### src/rtl/fp_normalize_pipe_if.sv
// fp_normalize_pipe_if: valid/ready bus between the significand adder, the normaliser and the rounder
// Ports: in_* carries one operation (sum, exponent, signs, carry, zero, sticky) with in_valid/in_ready;
//        out_* carries the normalised result (mant, exp, grs, flags) with out_valid/out_ready.
interface fp_normalize_pipe_if #(
   parameter int EXP_W = 8,
   parameter int MAN_W = 23
);
   localparam int SUM_W = 2 * (MAN_W + 1);
   logic in_valid, in_ready, in_sign1, in_sign2, in_carry, in_zero, in_sticky;
   logic [SUM_W-1:0] in_mant_sum;
   logic [EXP_W-1:0] in_exp;
   logic out_valid, out_ready, out_underflow, out_overflow;
   logic [MAN_W-1:0] out_mant;
   logic [EXP_W-1:0] out_exp;
   logic [2:0] out_grs;
   modport master (
      output in_valid, in_sign1, in_sign2, in_mant_sum, in_exp, in_carry, in_zero, in_sticky, out_ready,
      input  in_ready, out_valid, out_mant, out_exp, out_grs, out_underflow, out_overflow
   );
   modport slave (
      input  in_valid, in_sign1, in_sign2, in_mant_sum, in_exp, in_carry, in_zero, in_sticky, out_ready,
      output in_ready, out_valid, out_mant, out_exp, out_grs, out_underflow, out_overflow
   );
endinterface

### src/rtl/fp_normalize_pipe.sv
// fp_normalize_pipe: two-stage normaliser between the FP significand adder and the rounder
// Ports: clk; reset_n (async, active low); flush (sync, drops everything in flight);
//        bus (slave side of fp_normalize_pipe_if: operation in, normalised result + GRS + flags out).
module fp_normalize_pipe #(
   parameter int EXP_W = 8,
   parameter int MAN_W = 23
) (
   input  logic               clk,
   input  logic               reset_n,
   input  logic               flush,
   fp_normalize_pipe_if.slave bus
);
   localparam int SUM_W = 2 * (MAN_W + 1);
   localparam int LZC_W = $clog2(SUM_W + 1);
   localparam int H     = SUM_W - 1;
   localparam int EW1   = EXP_W + 1;
   typedef enum logic [2:0] {C_ZERO, C_EXP0, C_OVF, C_CARRY, C_ADD, C_LSH, C_UFL} sel_e;
   logic             s1_valid_q, s1_valid_d, s2_valid_q, s2_valid_d, s1_en, s2_en, eff_add;
   logic [LZC_W-1:0] lz_d, s1_lz_q, shamt_d, s1_shamt_q;
   logic [EW1-1:0]   exp_inc, exp_w;
   sel_e             sel_d, s1_sel_q;
   logic [SUM_W-1:0] s1_sum_q;
   logic [EXP_W-1:0] s1_exp_q, out_exp_d, out_exp_q;
   logic             s1_sticky_q, lost;
   logic [H-1:0]     sh;
   logic [MAN_W-1:0] out_mant_d, out_mant_q;
   logic [2:0]       out_grs_d, out_grs_q;
   logic             out_uf_d, out_uf_q, out_of_d, out_of_q;
   assign s2_en = ~s2_valid_q | bus.out_ready;
   assign s1_en = ~s1_valid_q | s2_en;
   assign bus.in_ready      = s1_en;
   assign bus.out_valid     = s2_valid_q;
   assign bus.out_mant      = out_mant_q;
   assign bus.out_exp       = out_exp_q;
   assign bus.out_grs       = out_grs_q;
   assign bus.out_underflow = out_uf_q;
   assign bus.out_overflow  = out_of_q;
   always_comb begin
      s1_valid_d = flush ? 1'b0 : s1_en ? bus.in_valid : s1_valid_q;
      s2_valid_d = flush ? 1'b0 : s2_en ? s1_valid_q : s2_valid_q;
   end
   // stage 1: leading-zero count, case classification and shift amount
   always_comb begin
      lz_d = LZC_W'(SUM_W);
      for (int i = 0; i < SUM_W; i++) if (bus.in_mant_sum[i]) lz_d = LZC_W'(SUM_W - 1 - i);
      eff_add = (bus.in_sign1 == bus.in_sign2) | bus.in_zero;
      exp_inc = {1'b0, bus.in_exp} + 1'b1;
      sel_d = (bus.in_exp == '0) ? C_EXP0 :
              eff_add ? (bus.in_carry ? ((exp_inc >= {1'b0, {EXP_W{1'b1}}}) ? C_OVF : C_CARRY) : C_ADD) :
              (bus.in_mant_sum == '0) ? C_ZERO :
              (32'(lz_d) < 32'(bus.in_exp)) ? C_LSH : C_UFL;
      // cancellation past the exponent stops at exp 1 so the result lands as a denormal
      shamt_d = (sel_d == C_LSH) ? lz_d : (sel_d == C_UFL) ? LZC_W'(bus.in_exp - 1'b1) : '0;
   end
   // stage 2: the hidden bit sits at sh's implied position H; the carry case is a right shift by one
   always_comb begin
      sh = (s1_sel_q == C_CARRY) ? s1_sum_q[H:1] : H'(s1_sum_q << s1_shamt_q);
      lost = (s1_sel_q == C_CARRY) & s1_sum_q[0];
      out_mant_d = ((s1_sel_q inside {C_ZERO, C_OVF}) || (s1_sel_q == C_EXP0 && s1_sum_q[H -: MAN_W] == '0)) ?
                   '0 : sh[H-1 -: MAN_W];
      out_grs_d = (s1_sel_q inside {C_ZERO, C_OVF}) ? 3'b000 :
                  {sh[H-MAN_W-1], sh[H-MAN_W-2], |sh[H-MAN_W-3:0] | s1_sticky_q | lost};
      exp_w = (s1_sel_q == C_EXP0)  ? EW1'(s1_sum_q[H]) :
              (s1_sel_q == C_CARRY) ? {1'b0, s1_exp_q} + 1'b1 :
              (s1_sel_q == C_ADD)   ? (s1_sum_q[H] ? {1'b0, s1_exp_q} : '0) :
              (s1_sel_q == C_LSH)   ? {1'b0, s1_exp_q} - EW1'(s1_lz_q) :
              (s1_sel_q == C_OVF)   ? {1'b0, {EXP_W{1'b1}}} : '0;
      out_exp_d = exp_w[EXP_W] ? '1 : exp_w[EXP_W-1:0];
      out_uf_d = s1_sel_q == C_UFL;
      out_of_d = s1_sel_q == C_OVF;
   end
   always_ff @(posedge clk or negedge reset_n)
      if (!reset_n) begin
         s1_valid_q  <= 1'b0;
         s2_valid_q  <= 1'b0;
         s1_sum_q    <= '0;
         s1_exp_q    <= '0;
         s1_sticky_q <= 1'b0;
         s1_lz_q     <= '0;
         s1_shamt_q  <= '0;
         s1_sel_q    <= C_ZERO;
         out_mant_q  <= '0;
         out_exp_q   <= '0;
         out_grs_q   <= '0;
         out_uf_q    <= 1'b0;
         out_of_q    <= 1'b0;
      end else begin
         s1_valid_q <= s1_valid_d;
         s2_valid_q <= s2_valid_d;
         if (s1_en) begin
            s1_sum_q    <= bus.in_mant_sum;
            s1_exp_q    <= bus.in_exp;
            s1_sticky_q <= bus.in_sticky;
            s1_lz_q     <= lz_d;
            s1_shamt_q  <= shamt_d;
            s1_sel_q    <= sel_d;
         end
         if (s2_en & s1_valid_q) begin
            out_mant_q <= out_mant_d;
            out_exp_q  <= out_exp_d;
            out_grs_q  <= out_grs_d;
            out_uf_q   <= out_uf_d;
            out_of_q   <= out_of_d;
         end
      end
endmodule
### src/flat_wrapper.sv
// flat-port wrapper written by rule: the top's interface ports become plain ports
module fp_normalize_pipe_flat 
#(
   parameter int EXP_W = 8,
   parameter int MAN_W = 23
)
  (clk, reset_n, flush, bus_in_valid, bus_in_sign1, bus_in_sign2, bus_in_mant_sum, bus_in_exp, bus_in_carry, bus_in_zero, bus_in_sticky, bus_out_ready, bus_in_ready, bus_out_valid, bus_out_mant, bus_out_exp, bus_out_grs, bus_out_underflow, bus_out_overflow);
  fp_normalize_pipe_if #(.EXP_W(EXP_W), .MAN_W(MAN_W)) bus_i ();
  input  logic clk;
  input  logic reset_n;
  input  logic flush;
  input wire logic [$bits(bus_i.in_valid)-1:0] bus_in_valid;
  input wire logic [$bits(bus_i.in_sign1)-1:0] bus_in_sign1;
  input wire logic [$bits(bus_i.in_sign2)-1:0] bus_in_sign2;
  input wire logic [$bits(bus_i.in_mant_sum)-1:0] bus_in_mant_sum;
  input wire logic [$bits(bus_i.in_exp)-1:0] bus_in_exp;
  input wire logic [$bits(bus_i.in_carry)-1:0] bus_in_carry;
  input wire logic [$bits(bus_i.in_zero)-1:0] bus_in_zero;
  input wire logic [$bits(bus_i.in_sticky)-1:0] bus_in_sticky;
  input wire logic [$bits(bus_i.out_ready)-1:0] bus_out_ready;
  output wire logic [$bits(bus_i.in_ready)-1:0] bus_in_ready;
  output wire logic [$bits(bus_i.out_valid)-1:0] bus_out_valid;
  output wire logic [$bits(bus_i.out_mant)-1:0] bus_out_mant;
  output wire logic [$bits(bus_i.out_exp)-1:0] bus_out_exp;
  output wire logic [$bits(bus_i.out_grs)-1:0] bus_out_grs;
  output wire logic [$bits(bus_i.out_underflow)-1:0] bus_out_underflow;
  output wire logic [$bits(bus_i.out_overflow)-1:0] bus_out_overflow;
  assign bus_i.in_valid = bus_in_valid;
  assign bus_i.in_sign1 = bus_in_sign1;
  assign bus_i.in_sign2 = bus_in_sign2;
  assign bus_i.in_mant_sum = bus_in_mant_sum;
  assign bus_i.in_exp = bus_in_exp;
  assign bus_i.in_carry = bus_in_carry;
  assign bus_i.in_zero = bus_in_zero;
  assign bus_i.in_sticky = bus_in_sticky;
  assign bus_i.out_ready = bus_out_ready;
  assign bus_in_ready = bus_i.in_ready;
  assign bus_out_valid = bus_i.out_valid;
  assign bus_out_mant = bus_i.out_mant;
  assign bus_out_exp = bus_i.out_exp;
  assign bus_out_grs = bus_i.out_grs;
  assign bus_out_underflow = bus_i.out_underflow;
  assign bus_out_overflow = bus_i.out_overflow;
  fp_normalize_pipe #(.EXP_W(EXP_W), .MAN_W(MAN_W)) u_core (.clk(clk), .reset_n(reset_n), .flush(flush), .bus(bus_i));
endmodule
### config.mk
export PLATFORM = sky130hd
export DESIGN_NAME = fp_normalize_pipe_flat
export DESIGN_NICKNAME = d
export VERILOG_FILES = /design/src/rtl/fp_normalize_pipe_if.sv /design/src/rtl/fp_normalize_pipe.sv /design/src/flat_wrapper.sv
export SDC_FILE = /design/constraint.sdc
export NUM_CORES = 1
export LEC_CHECK = 0
export BUFFER_PORTS_ARGS = -buffer_cell sky130_fd_sc_hd__buf_2
export CAP_MARGIN = 20
export CORE_ASPECT_RATIO = 2
export CORE_UTILIZATION = 50
export CTS_BUF_LIST = sky130_fd_sc_hd__clkbuf_16
export CTS_CLUSTER_SIZE = 12
export DETAILED_ROUTE_END_ITERATION = 7
export PLACE_DENSITY = 0.78
export SLEW_MARGIN = 20
export SYNTH_ARGS = -nofsm -noshare
export SYNTH_HDL_FRONTEND = slang
export SYNTH_SLANG_ARGS = --single-unit
### constraint.sdc
create_clock -name clk -period 6.5 [get_ports clk]
set_input_delay 1.3 -clock clk [delete_from_list [all_inputs] [get_ports clk]]
set_output_delay 1.3 -clock clk [all_outputs]
set_load 0.02 [all_outputs]
==> results by group <==
CTS
  – Max Root-Sink Buffers: 2
  – Clock Sinks: 110
  – Clock root buffer: clkbuf_16
  – Clock Latency Late Sink: 350 ps
  – CTS H-Tree Depth: 3
  – Post-CTS setup repair buffer count: 0
  – Cts bufs inserted: 9
  – Hold Buf Count CTS: 0
  – Post-cts sizing count: 0
  – CTS tree: done
  – Clock slew at reported path FFs: 70 ps

Yosys
  – Largest family of logic cells by synthesized area: simple AND/OR/NAND/NOR gates
  – Syn nets: 1133
  – Cells after Synth: 1050
  – Synth Warn #: 0
  – Synth async-reset ratio: 100%
  – XOR/XNOR Fraction of Synth Area: 1.49%
  – Syn avg cell area: 8.41 sq um
  – Library cells used by synthesis: 71
  – EDFF count, synth: 0
  – Multiplexer share of the synthesized area: 20.0%
  – Post-Syn Area: 8830 sq um
  – Fraction of the mapped netlist area in compound gates: 18.5%
  – Synth Area in Adders: 2.49%
  – Sequential area share after synthesis: 31.2%
  – Number of synthesized register bits: 110
  – Main synth FF type: dfrtp_1
  – Post-Synth Simple-Gate Area: 21.2%

Timing
  – Final hold vios: 0
  – Setup Total Neg Slack: 0 ps
  – Clock Skew: 8.30 ps
  – FMAX: 0.234 GHz
  – Worst-Margin Slew: 1090 ps
  – Hold Slack: 472 ps
  – RSZ-0062 raised after global routing: no
  – Min Tclk post-route: 4280 ps
  – Final Max Slew Viols: 0
  – Final setup violating endpoints: 0
  – Fin crit share: 65.8%
  – Max-slew headroom at the worst pin: 27.5%

Placement
  – GP Congestion: 0.995
  – Input/output buffers: 103
  – Dpl hpwl: 20400 um
  – Post-Place Cells: 1308
  – Area after DPL: 9400 sq um

Critical path
  – Critical path depth: 15
  – Critical path buffer and inverter count: 1
  – Reg-to-reg slack, setup: 2460 ps
  – R2r startpoint: u_core.s1_shamt_q[1]$_DFFE_PN0P_
  – Slowest-stage cell, CP: o311ai_0
  – Critical path class: primary input to flip-flop
  – Critical path origin: bus_in_mant_sum[3]
  – Critical Path Max Stage Delay: 500 ps
  – Crit Path Max Fanout: 8
  – Path depth of the worst reg2reg path: 9
  – Critical Path Start Type: primary input
  – CP delay by family, top: compound AO/OA/AOI/OAI gates
  – Required time of the critical path: 6740 ps
  – Crit-path cells: buf_2 -> o31ai_1 -> a211oi_1 -> o311ai_0 -> nand2_1 -> a21oi_1 -> ha_1 -> a21boi_0 -> o21a_1 -> o21a_1 -> o211ai_1 -> a221oi_1 -> o21ai_2 -> mux2i_1 -> a22o_1
  – Crit. End Element: flip-flop
  – R2r endpoint: u_core.bus.out_grs[0]$_DFFE_PN0P_
  – CP arrival: 4520 ps
  – Crit path capture: u_core.s1_shamt_q[0]$_DFFE_PN0P_
  – Most common cell on crit path: o21a_1

Route
  – Routed length per instance: 20.3 um
  – Via density: 6.43
  – Routed WL: 26900 um
  – First-pass DRT Iterations: 6
  – Vias: 8507
  – Routed Antenna Nets: 0
  – Starting DRT DRC Count: 629
  – DRC Markers: 0

Final layout
  – Fin area: 9700 sq um
  – Final nets: 1192
  – Final Util: 56.2%
  – Share of layout cells above drive strength 1: 18.3%
  – Most frequent cells in the layout: nand2_1, dfrtp_1, buf_2, o21ai_0, nor2_1
  – Commonest non-fill, non-tap cell in the layout: nand2_1
  – Filler cell count: 1597
  – Number of diodes: 0
  – Area Growth Syn to Fin: 9.79%
  – Post-layout instance count excluding filler cells: 1324

Die
  – I/O pin count: 104
  – Starting Density: 51.1%
  – Height of the die: 190 um
  – Full die area: 18200 sq um
  – Std-Cell Rows: 68
  – Width of the die: 96.0 um
  – Core Footprint: 17300 sq um

Global routing
  – All-Layer GR Usage: 31.1%
  – First-pass GRT wire length: 43100 um
  – Largest net degree at the start of global routing: 89
  – GRT Residual Overflow: 0
  – Initial antenna violation count: 0
  – Number of global-route vias before repair: 8034

Power and ir drop
  – P_leak: 4.15 nW
  – Worst IR drop on VDD: 0.000113 V
  – Cell Pwr Density: 197 nW/um^2

Job
  – Number of max-cap violations: 0

Worst hold path
  – Hold Path Class: flip-flop to flip-flop

Outcome
  – Outcome: finished, final reports clean
-- routing by layer --
layer / up-vias / GRT usage, % / part of all wire, %
met2: 398 / 50.3 / 50
met4: 0 / 19.5 / 6.9
met3: 97 / 4.08 / 5.1
li1: 3950 / - / -
met1: 4062 / 38.5 / 38
met5: - / 0 / 0
-- through the flow --
| stage | setup slack, ps | power [mW] |
|---|---|---|
| 2_1_floorplan | 2720 | 1.16 |
| 3_3_place_gp | 2040 | 1.35 |
| 3_5_place_dp | 1990 | 1.36 |
| 4_1_cts | 2340 | 1.91 |
| 5_1_grt | 2050 | 2.01 |
| 6_report | 2220 | 1.91 |
-- logic make-up (layout without fill, tap and decap cells) --
family          Yosys count  in the layout
simple gates            426            426
compound gates          264            264
mux                     112            112
flops                   110            110
buf+inv                 106            170
fa+ha+maj                17             17
xor+xnor                 15             15
-- cell type report --
class / count / area, sq um / share of cell area, %
clock inverters: 7 / 73.8 / 0.761
clock buffers: 9 / 225 / 2.32
well taps: 210 / 263 / 2.71
flip-flops and latches: 110 / 2760 / 28.4
multi-input cells: 834 / 5630 / 58.0
inverters: 39 / 146 / 1.51
repair buffers: 115 / 608 / 6.27
-- how the worst min path moves through the flow --
stage / slack [ps] / startpoint / cells past startpoint / end
floorplan: 440 / u_core.s1_sticky_q$_DFFE_PN0P_ / 2 / u_core.s1_sticky_q$_DFFE_PN0P_
global placement: 450 / u_core.bus.out_mant[21]$_DFFE_PN0P_ / 2 / u_core.bus.out_mant[21]$_DFFE_PN0P_
detailed placement: 470 / u_core.bus.out_underflow$_DFFE_PN0P_ / 2 / u_core.bus.out_underflow$_DFFE_PN0P_
CTS: 480 / u_core.bus.out_underflow$_DFFE_PN0P_ / 2 / u_core.bus.out_underflow$_DFFE_PN0P_
global route: 510 / u_core.bus.out_mant[10]$_DFFE_PN0P_ / 2 / u_core.bus.out_mant[10]$_DFFE_PN0P_
finish: 470 / u_core.bus.out_underflow$_DFFE_PN0P_ / 2 / u_core.bus.out_underflow$_DFFE_PN0P_
-- state kept, by name, summed over array words and instances, names as in the netlist --
register,count
u_core.s1_sum_q,48
u_core.s1_sel_q,3
u_core.bus.out_grs,3
u_core.bus.out_valid,1
u_core.bus.out_overflow,1
u_core.bus.out_mant,23
u_core.s1_shamt_q,6
u_core.bus.out_exp,8
u_core.s1_exp_q,8
u_core.s1_lz_q,6
u_core.bus.out_underflow,1
u_core.s1_sticky_q,1
u_core.s1_valid_q,1
-- power by group --
group	switching, mW	internal, mW	leakage (nW)
sequential	0.0798	0.751	1.33
clock	0.257	0.300	0.146
combinational	0.310	0.211	2.67
-- tightest hold or removal path, cell delays in order (launching register included) --
cell     delay (ps)
dfrtp_1         340
nand2_1          40
o21ai_0          60
-- cell usage after synthesis, drive strengths merged, types with 3 or more instances --
library cell	instances	share of area (%)
nor4	23	1.6
dfrtp	110	31
o32a	5	0.57
o211ai	8	0.68
o21a	5	0.42
a22o	4	0.40
mux2i	49	5.6
and2	7	0.50
xnor2	7	0.69
a31oi	6	0.42
buf	24	1.7
nand2	222	9.4
ha	16	2.3
nor4b	3	0.37
o22ai	7	0.50
o31ai	3	0.25
a211oi	20	1.7
inv	38	1.6
clkbuf	43	1.8
o21ai	102	5.8
nor2b	11	0.78
a22oi	13	1.1
a21o	3	0.25
nand2b	6	0.42
nor2	82	3.5
o221ai	6	0.59
mux2	13	1.7
xor2	8	0.79
nand4	4	0.28
or3	4	0.28
a21oi	56	3.2
nor3	22	1.2
a311o	3	0.34
or2	5	0.35
mux4	50	13
and3	7	0.50
nand3	24	1.4
(Power assumes the default switching activity.)
